**src/rtl/spi_flash_reader.sv**
```systemverilog
// SPI mode-0 flash reader: issues a 0x03 READ of `len` bytes starting at
// `addr` and streams the returned bytes out on a valid/ready byte port.
// SCK is generated by a CLKDIV-cycle half-period divider that freezes
// (SCK held low) whenever an assembled byte cannot yet be handed out.
module spi_flash_reader #(
  parameter int CLKDIV = 2,
  parameter int W_LEN  = 16
) (
  input  logic             clk,
  input  logic             rst,
  input  logic             start,
  input  logic [23:0]      addr,
  input  logic [W_LEN-1:0] len,
  output logic             busy,
  output logic             done,
  output logic [7:0]       rdata,
  output logic             rdata_valid,
  input  logic             rdata_ready,
  output logic             spi_sck,
  output logic             spi_csn,
  output logic             spi_mosi,
  input  logic             spi_miso
);

  localparam int CW = (CLKDIV > 1) ? $clog2(CLKDIV) : 1;
  localparam logic [CW-1:0] CNT_MAX = CW'(CLKDIV - 1);

  typedef enum logic [2:0] {
    S_IDLE,
    S_SEL,
    S_CMDADDR,
    S_DATA,
    S_DESEL,
    S_DONE
  } state_t;

  state_t           state;
  logic [CW-1:0]    div_cnt;
  logic [31:0]      tx_sr;
  logic [4:0]       cmd_cnt;
  logic [2:0]       bit_cnt;
  logic [W_LEN-1:0] len_cnt;
  logic [7:0]       rx_sr;
  logic [7:0]       pend_byte;
  logic             pend;
  logic             div_end;
  logic [7:0]       rx_byte;

  assign div_end = (div_cnt == CNT_MAX);
  // Byte completed by the MISO bit sampled on the current SCK fall.
  assign rx_byte = {rx_sr[6:0], spi_miso};

  // Transaction FSM, SCK divider, shift registers and output stream.
  always_ff @(posedge clk) begin
    if (rst) begin
      state       <= S_IDLE;
      busy        <= 1'b0;
      done        <= 1'b0;
      rdata       <= 8'h00;
      rdata_valid <= 1'b0;
      spi_sck     <= 1'b0;
      spi_csn     <= 1'b1;
      spi_mosi    <= 1'b0;
      pend        <= 1'b0;
      div_cnt     <= '0;
    end else begin
      done <= 1'b0;

      // Consumer handshake, then move a stalled byte into the output slot.
      if (rdata_valid && rdata_ready) rdata_valid <= 1'b0;
      if (pend && (!rdata_valid || rdata_ready)) begin
        rdata       <= pend_byte;
        rdata_valid <= 1'b1;
        pend        <= 1'b0;
      end

      case (state)
        S_IDLE: begin
          busy <= 1'b0;
          // busy is still 1 for the cycle right after DONE, so that
          // cycle's start is ignored as well.
          if (start && !busy) begin
            tx_sr   <= {8'h03, addr};
            len_cnt <= len;
            state   <= (len == '0) ? S_DONE : S_SEL;
          end
        end

        S_SEL: begin
          busy     <= 1'b1;
          spi_csn  <= 1'b0;
          spi_mosi <= tx_sr[31];
          div_cnt  <= '0;
          cmd_cnt  <= '0;
          bit_cnt  <= '0;
          state    <= S_CMDADDR;
        end

        S_CMDADDR, S_DATA: begin
          if (spi_sck) begin
            // High phase: the falling edge is the MISO sampling point and
            // the only place MOSI advances (zeros shift in after the address).
            if (div_end) begin
              div_cnt  <= '0;
              spi_sck  <= 1'b0;
              tx_sr    <= {tx_sr[30:0], 1'b0};
              spi_mosi <= tx_sr[30];
              if (state == S_CMDADDR) begin
                cmd_cnt <= cmd_cnt + 1'b1;
                if (cmd_cnt == 5'd31) state <= S_DATA;
              end else begin
                rx_sr   <= rx_byte;
                bit_cnt <= bit_cnt + 1'b1;
                if (bit_cnt == 3'd7) begin
                  len_cnt <= len_cnt - 1'b1;
                  if (!rdata_valid || rdata_ready) begin
                    rdata       <= rx_byte;
                    rdata_valid <= 1'b1;
                  end else begin
                    pend_byte <= rx_byte;
                    pend      <= 1'b1;
                  end
                end
              end
            end else begin
              div_cnt <= div_cnt + 1'b1;
            end
          end else begin
            // Low phase: frozen while a byte waits, so the next rise comes
            // a full half-period after the byte is handed over.
            if (pend) begin
              div_cnt <= '0;
            end else if (div_end) begin
              div_cnt <= '0;
              if (state == S_DATA && len_cnt == '0) begin
                spi_csn <= 1'b1;
                state   <= S_DESEL;
              end else begin
                spi_sck <= 1'b1;
              end
            end else begin
              div_cnt <= div_cnt + 1'b1;
            end
          end
        end

        S_DESEL: begin
          // CSn high time before the completion pulse.
          if (div_end) begin
            done  <= 1'b1;
            state <= S_IDLE;
          end else begin
            div_cnt <= div_cnt + 1'b1;
          end
        end

        S_DONE: begin
          // Zero-length request: a single busy cycle with the done pulse.
          done  <= 1'b1;
          busy  <= 1'b1;
          state <= S_IDLE;
        end

        default: state <= S_IDLE;
      endcase
    end
  end

endmodule

```
**config.mk**
```make
export PLATFORM = sky130hd
export DESIGN_NAME = spi_flash_reader
export DESIGN_NICKNAME = d
export VERILOG_FILES = /design/src/rtl/spi_flash_reader.sv
export SDC_FILE = /design/constraint.sdc
export NUM_CORES = 1
export LEC_CHECK = 0
export BUFFER_PORTS_ARGS = -buffer_cell sky130_fd_sc_hd__buf_2
export CORE_MARGIN = 2
export CORE_UTILIZATION = 61
export DETAILED_ROUTE_END_ITERATION = 16
export PLACE_DENSITY = 0.91
export REMOVE_ABC_BUFFERS = 1
export SETUP_SLACK_MARGIN = 0.5
export SLEW_MARGIN = 40
export SYNTH_ARGS = -nofsm -noshare
export SYNTH_HDL_FRONTEND = slang
export SYNTH_SLANG_ARGS = --single-unit
```
**constraint.sdc**
```tcl
create_clock -name clk -period 13.1 [get_ports clk]
set_input_delay 1.31 -clock clk [delete_from_list [all_inputs] [get_ports clk]]
set_output_delay 1.31 -clock clk [all_outputs]
set_load 0.02 [all_outputs]
```
# After elaboration in Yosys (flattened, before gate mapping)
# Cells that the tools add are included.
[totals]
register_bits = 90
out_inout_bits = 14
word_cells = 141
[classes]
n_addsub = 4
eq_ne = 21
mux = 72
bitwise_logic = 3
reduce_logical = 25
[op_table]
columns = ["cell", "count"]
rows = [
  ["$mux 32", 3],
  ["$mux 16", 5],
  ["$pmux 32 s2", 1],
  ["$mux 8", 7],
  ["$mux 3", 13],
  ["$logic_not 16->1", 2],
  ["$pmux 16 s2", 1],
  ["$mux 1", 31],
  ["$reduce_and 5->1", 5],
  ["$reduce_and 7->1", 3],
  ["$ne 2x2->1 const B", 10],
  ["$sub 16x1->16 const B", 1],
  ["$mux 5", 3],
  ["$ne 3x3->1 const B", 4],
  ["$pmux 3 s4", 1],
  ["$pmux 5 s2", 1],
  ["$eq 3x3->1 const B", 3],
  ["$pmux 1 s2", 4],
  ["$eq 3x2->1 const B", 2],
  ["$pmux 3 s2", 1],
  ["$reduce_bool 2->1", 3],
  ["$add 5x1->5 const B", 1],
  ["$eq 5x5->1 const B", 1],
  ["$logic_and 1x1->1", 4],
  ["other kinds (11)", 15],
]

# Longest topological paths before layout
[logic_depth]
ltp_word = 10
depth_mapped = 7
ltp_nobuf = 7

# Worst setup path after synthesis
# OpenSTA, ideal clock, no wires.
[synth_timing]
path_type = "input-to-reg"
startpoint = "input start"
endpoint = "register len_cnt[0] (enable)"
setup_ns = 0.390
t_arrival_ns = 4.789
required_ns = 12.710
path_slack_ns = 7.921
path_stages = 4
path_cell_list = "nand2b_1 o31a_1 nor3_1 nor2b_1"
[synth_between]
elab_chain_cells = 3
[synth_rtl]
columns = ["item", "line", "rtl"]
rows = [
  ["start: declaration", "11", "input logic start,"],
  ["$logic_and 1x1->1", "82", "if (start && !busy) begin"],
  ["$ne 2x2->1 (no source line)", "-", ""],
  ["$reduce_and 7->1 (no source line)", "-", ""],
  ["end signal: assignment", "84", "len_cnt <= len;"],
  ["end signal: assignment", "115", "len_cnt <= len_cnt - 1'b1;"],
  ["end: declaration", "42", "logic [W_LEN-1:0] len_cnt;"],
]
# Every way passes these cells.
# A chain may end at the register's enable or synchronous reset.

# Final worst setup path
[layout_timing]
startpoint = "input start"
endpoint = "register len_cnt[9] (enable)"
# The elaborated chain is that of the path after synthesis.

==> metrics.txt <==
setup_tns=0 ns; WP data required=13.15 ns; pwr dens=between 150 and 200 mW/mm2; met3 Use GR=0.0505; Post-synth EDFFs=71; Slew Viols, Final=0; register-to-register setup slack=between 10 and 15 ns; placed cell areas=about 0.0045 mm2; crit start category=input pin; Hold Vio Cnt, Final=0; DR vias=3010; HP Start=rdata[6]; CP peak stage delay=0.39 ns; mean area per synthesized cell=about 11 um2; Placement Rows=30; Fmax achieved=between 0.3 and 0.4 GHz; Critical Path Sink=len_cnt[9]; top post-synthesis cells by area=edfxtp_1 (51%), dfxtp_1 (9.2%), nand2_1 (8.9%), nor2_1 (2.4%), nand3_1 (2.1%); Inserted Clock Buffers=9; P_sw=0.251 mW; PortBufs=58; placed cells=about 500; first-pass GRT wire length=13.1 mm; critical path arrival=roughly 2.7 ns; post-cts resize count=0; register clock-pin slew on the reported worst setup and hold paths=roughly 0.090 ns; core area=~0.0067 mm2; path depth of the worst reg2reg path=6; Residual DRC=0; CTS Buffer Depth=2; die footprint=between 0.007 and 0.008 mm2; combinational power share=0.242; diode count=0; status=complete, no violations; most used cell, CP=buf_4; RD Place Congestion=between 0.8 and 0.9; kind of critical path=input pin to register; Syn. warnings=0; post-synth top area share=0.514; GR Util met2=0.364; initial antenna violation count=0; CTS tree=built; hold-fix buffers at CTS=0; CP Depth=7; Final #Nets=489; I/O Pins=59; Top delay family on crit path=buffers and inverters; area of the mapped netlist=between 0.004 and 0.005 mm2; all-layer global routing usage=0.223; synthesis-stage register bit count=90; grt peak-use layer=met2; Non-Filler Instances=~520; FFs w/ async S/R, synth=0; grt ovf=0; Most used DFF post-synth=edfxtp_1; Buf/Inv on CP=3; via count of the first global-routing pass=between 2000 and 3000; Slowest-stage cell, CP=buf_4; Initial Utilization=0.621; Rel. slew slack=0.525; period utilization=0.200; total of max-cap violations=0; Sink Count=90; sequential share of the synthesized area=0.606; Layout area overhead=12.0%; internal power=0.503 mW; DR WL/cell=roughly 15 um; CTS root buf=clkbuf_8; FF-to-FF End=len_cnt[9]; Detailed Route WL=a little under 8 mm; P_leak=1.79 nW; crit end category=register; Sw Share=0.333; met1 Usage GRT=0.299; layout cells sized above 1=0.201; area leader, netlist=edfxtp_1; tightest hold margin=~0.5 ns; Clock Skews=0.0131 ns; VDD IR max=about 130 uV; antenna-violating nets left=0; Post-Syn Instances=387; clk_lat worst skew=approximately 0.36 ns; post-CTS setup buffers=0; Slew @ Worst Pin=0.708 ns; H-tree levels=3; DR pass1 iterations=4; CP max FO=33; post-layout minimum cycle time=2.61 ns; chip height=86.5 um; crit path cell chain=buf_2, nand2b_1, o31a_1, nor3_2, buf_4, nor2b_1, buf_4; Clk pwr share=0.229; largest net degree at the start of global routing=64; CP Launch Point=start; DP HPWL=approximately 5.3 mm; Seq pwr share=0.528; DRC marker count from the first detailed-route iteration=approximately 350; RSZ-0062 raised after global routing=no; RR Startpoint=state[1]; final setup vio count=0; Finished Cell Area=approximately 0.0046 mm2; Vias/cell=5.76; Chip Width=slightly below 90 um; Yosys cell types=52; Hold Path Class=register to register
kinds of logic (layout without fill, tap and decap cells):
group           count (synthesis)  after routing  share of synthesized area
xor+xnor                       14             14                     0.0296
compound gates                 55             55                     0.0896
flops                          90             90                      0.606
simple gates                  196            196                      0.227
fa+ha+maj                       6              6                     0.0181
buf+inv                        26             82                     0.0305
flip-flops by register name, summed over array words and instances (netlist names), 3 cells and up:
name	flops
bit_cnt	3
cmd_cnt	5
len_cnt	16
pend_byte	8
rdata	8
rx_sr	7
state	3
tx_sr	32
worst min-delay path by stage:
stage	to	cells past startpoint	slack [ns]
after floorplan	pend_byte[7]	0	0.43
after global placement	pend_byte[7]	0	0.45
after detailed placement	pend_byte[7]	0	0.45
after CTS	pend_byte[7]	0	0.48
after global routing	pend_byte[7]	0	0.48
final	rdata[6]	2	0.49
synth_stat cells, types with 2 or more instances:
cell,count
a211oi_1,2
a21oi_1,7
a21oi_2,2
a311oi_1,8
a31oi_1,5
and2_1,13
and3_1,2
buf_1,2
buf_2,8
buf_6,2
clkbuf_1,8
dfxtp_1,19
edfxtp_1,71
ha_1,6
inv_1,5
nand2_1,98
nand2b_1,8
nand3_1,17
nand4_1,4
nor2_1,26
nor2b_1,3
nor3_1,5
nor4_1,7
o21a_1,2
o21ai_0,16
o21ai_1,3
xnor2_1,5
xor2_1,9
layout by cell type (no fill, tap or decap), types with 3 or more instances in the layout:
cell type / count
nand2_1: 98
edfxtp_1: 71
buf_2: 58
nor2_1: 26
dfxtp_1: 19
nand3_1: 17
o21ai_0: 16
and2_1: 13
xor2_1: 9
clkbuf_8: 9
a311oi_1: 8
nor4_1: 7
nand2b_1: 7
a21oi_1: 7
ha_1: 6
inv_1: 5
xnor2_1: 5
a31oi_1: 5
nand4_1: 4
nor3_2: 3
nor3_1: 3
o21ai_1: 3
nor2b_1: 3
buf_4: 3
metal layers:
metal	wire, um	up-vias	share of wire
met5	0	-	0
met4	88	0	0.011
met3	573	11	0.073
met2	3800	129	0.48
met1	3390	1387	0.43
li1	-	1483	-
power by group through the flow:
stage | Combinational [mW] | Clock, mW | Sequential, mW
floorplan | 0.129 | 0 | 0.399
global placement | 0.174 | 0 | 0.401
detailed placement | 0.182 | 0 | 0.404
CTS | 0.184 | 0.173 | 0.398
global route | 0.209 | 0.187 | 0.404
finish | 0.183 | 0.173 | 0.398
layout make-up:
class,instances,area [um2]
clock buffers,9,124
inverters,5,18.8
well taps,80,100
flip-flops and latches,90,2510
fillers,513,2030
multi-input cells,271,1530
repair buffers,61,313
clock inverters,7,52.6
worst register-to-register path, stage by stage (launching register included):
cell	delay (ns)
dfxtp_1	0.70
nand3_1	0.20
o31a_1	0.15
nor3_2	0.10
buf_4	0.39
nor2b_1	0.19
buf_4	0.25
stage by stage:
stage / util / setup WS, ns / power [mW]
3_3_place_gp: 0.668 / 10.15 / 0.575
4_1_cts: 0.695 / 10.47 / 0.755
2_1_floorplan: - / 7.92 / 0.528
6_report: 0.696 / 10.49 / 0.754
5_1_grt: 0.696 / 10.38 / 0.799
3_5_place_dp: 0.668 / 10.10 / 0.586
Note: power is estimated with default switching activity, not from simulation.
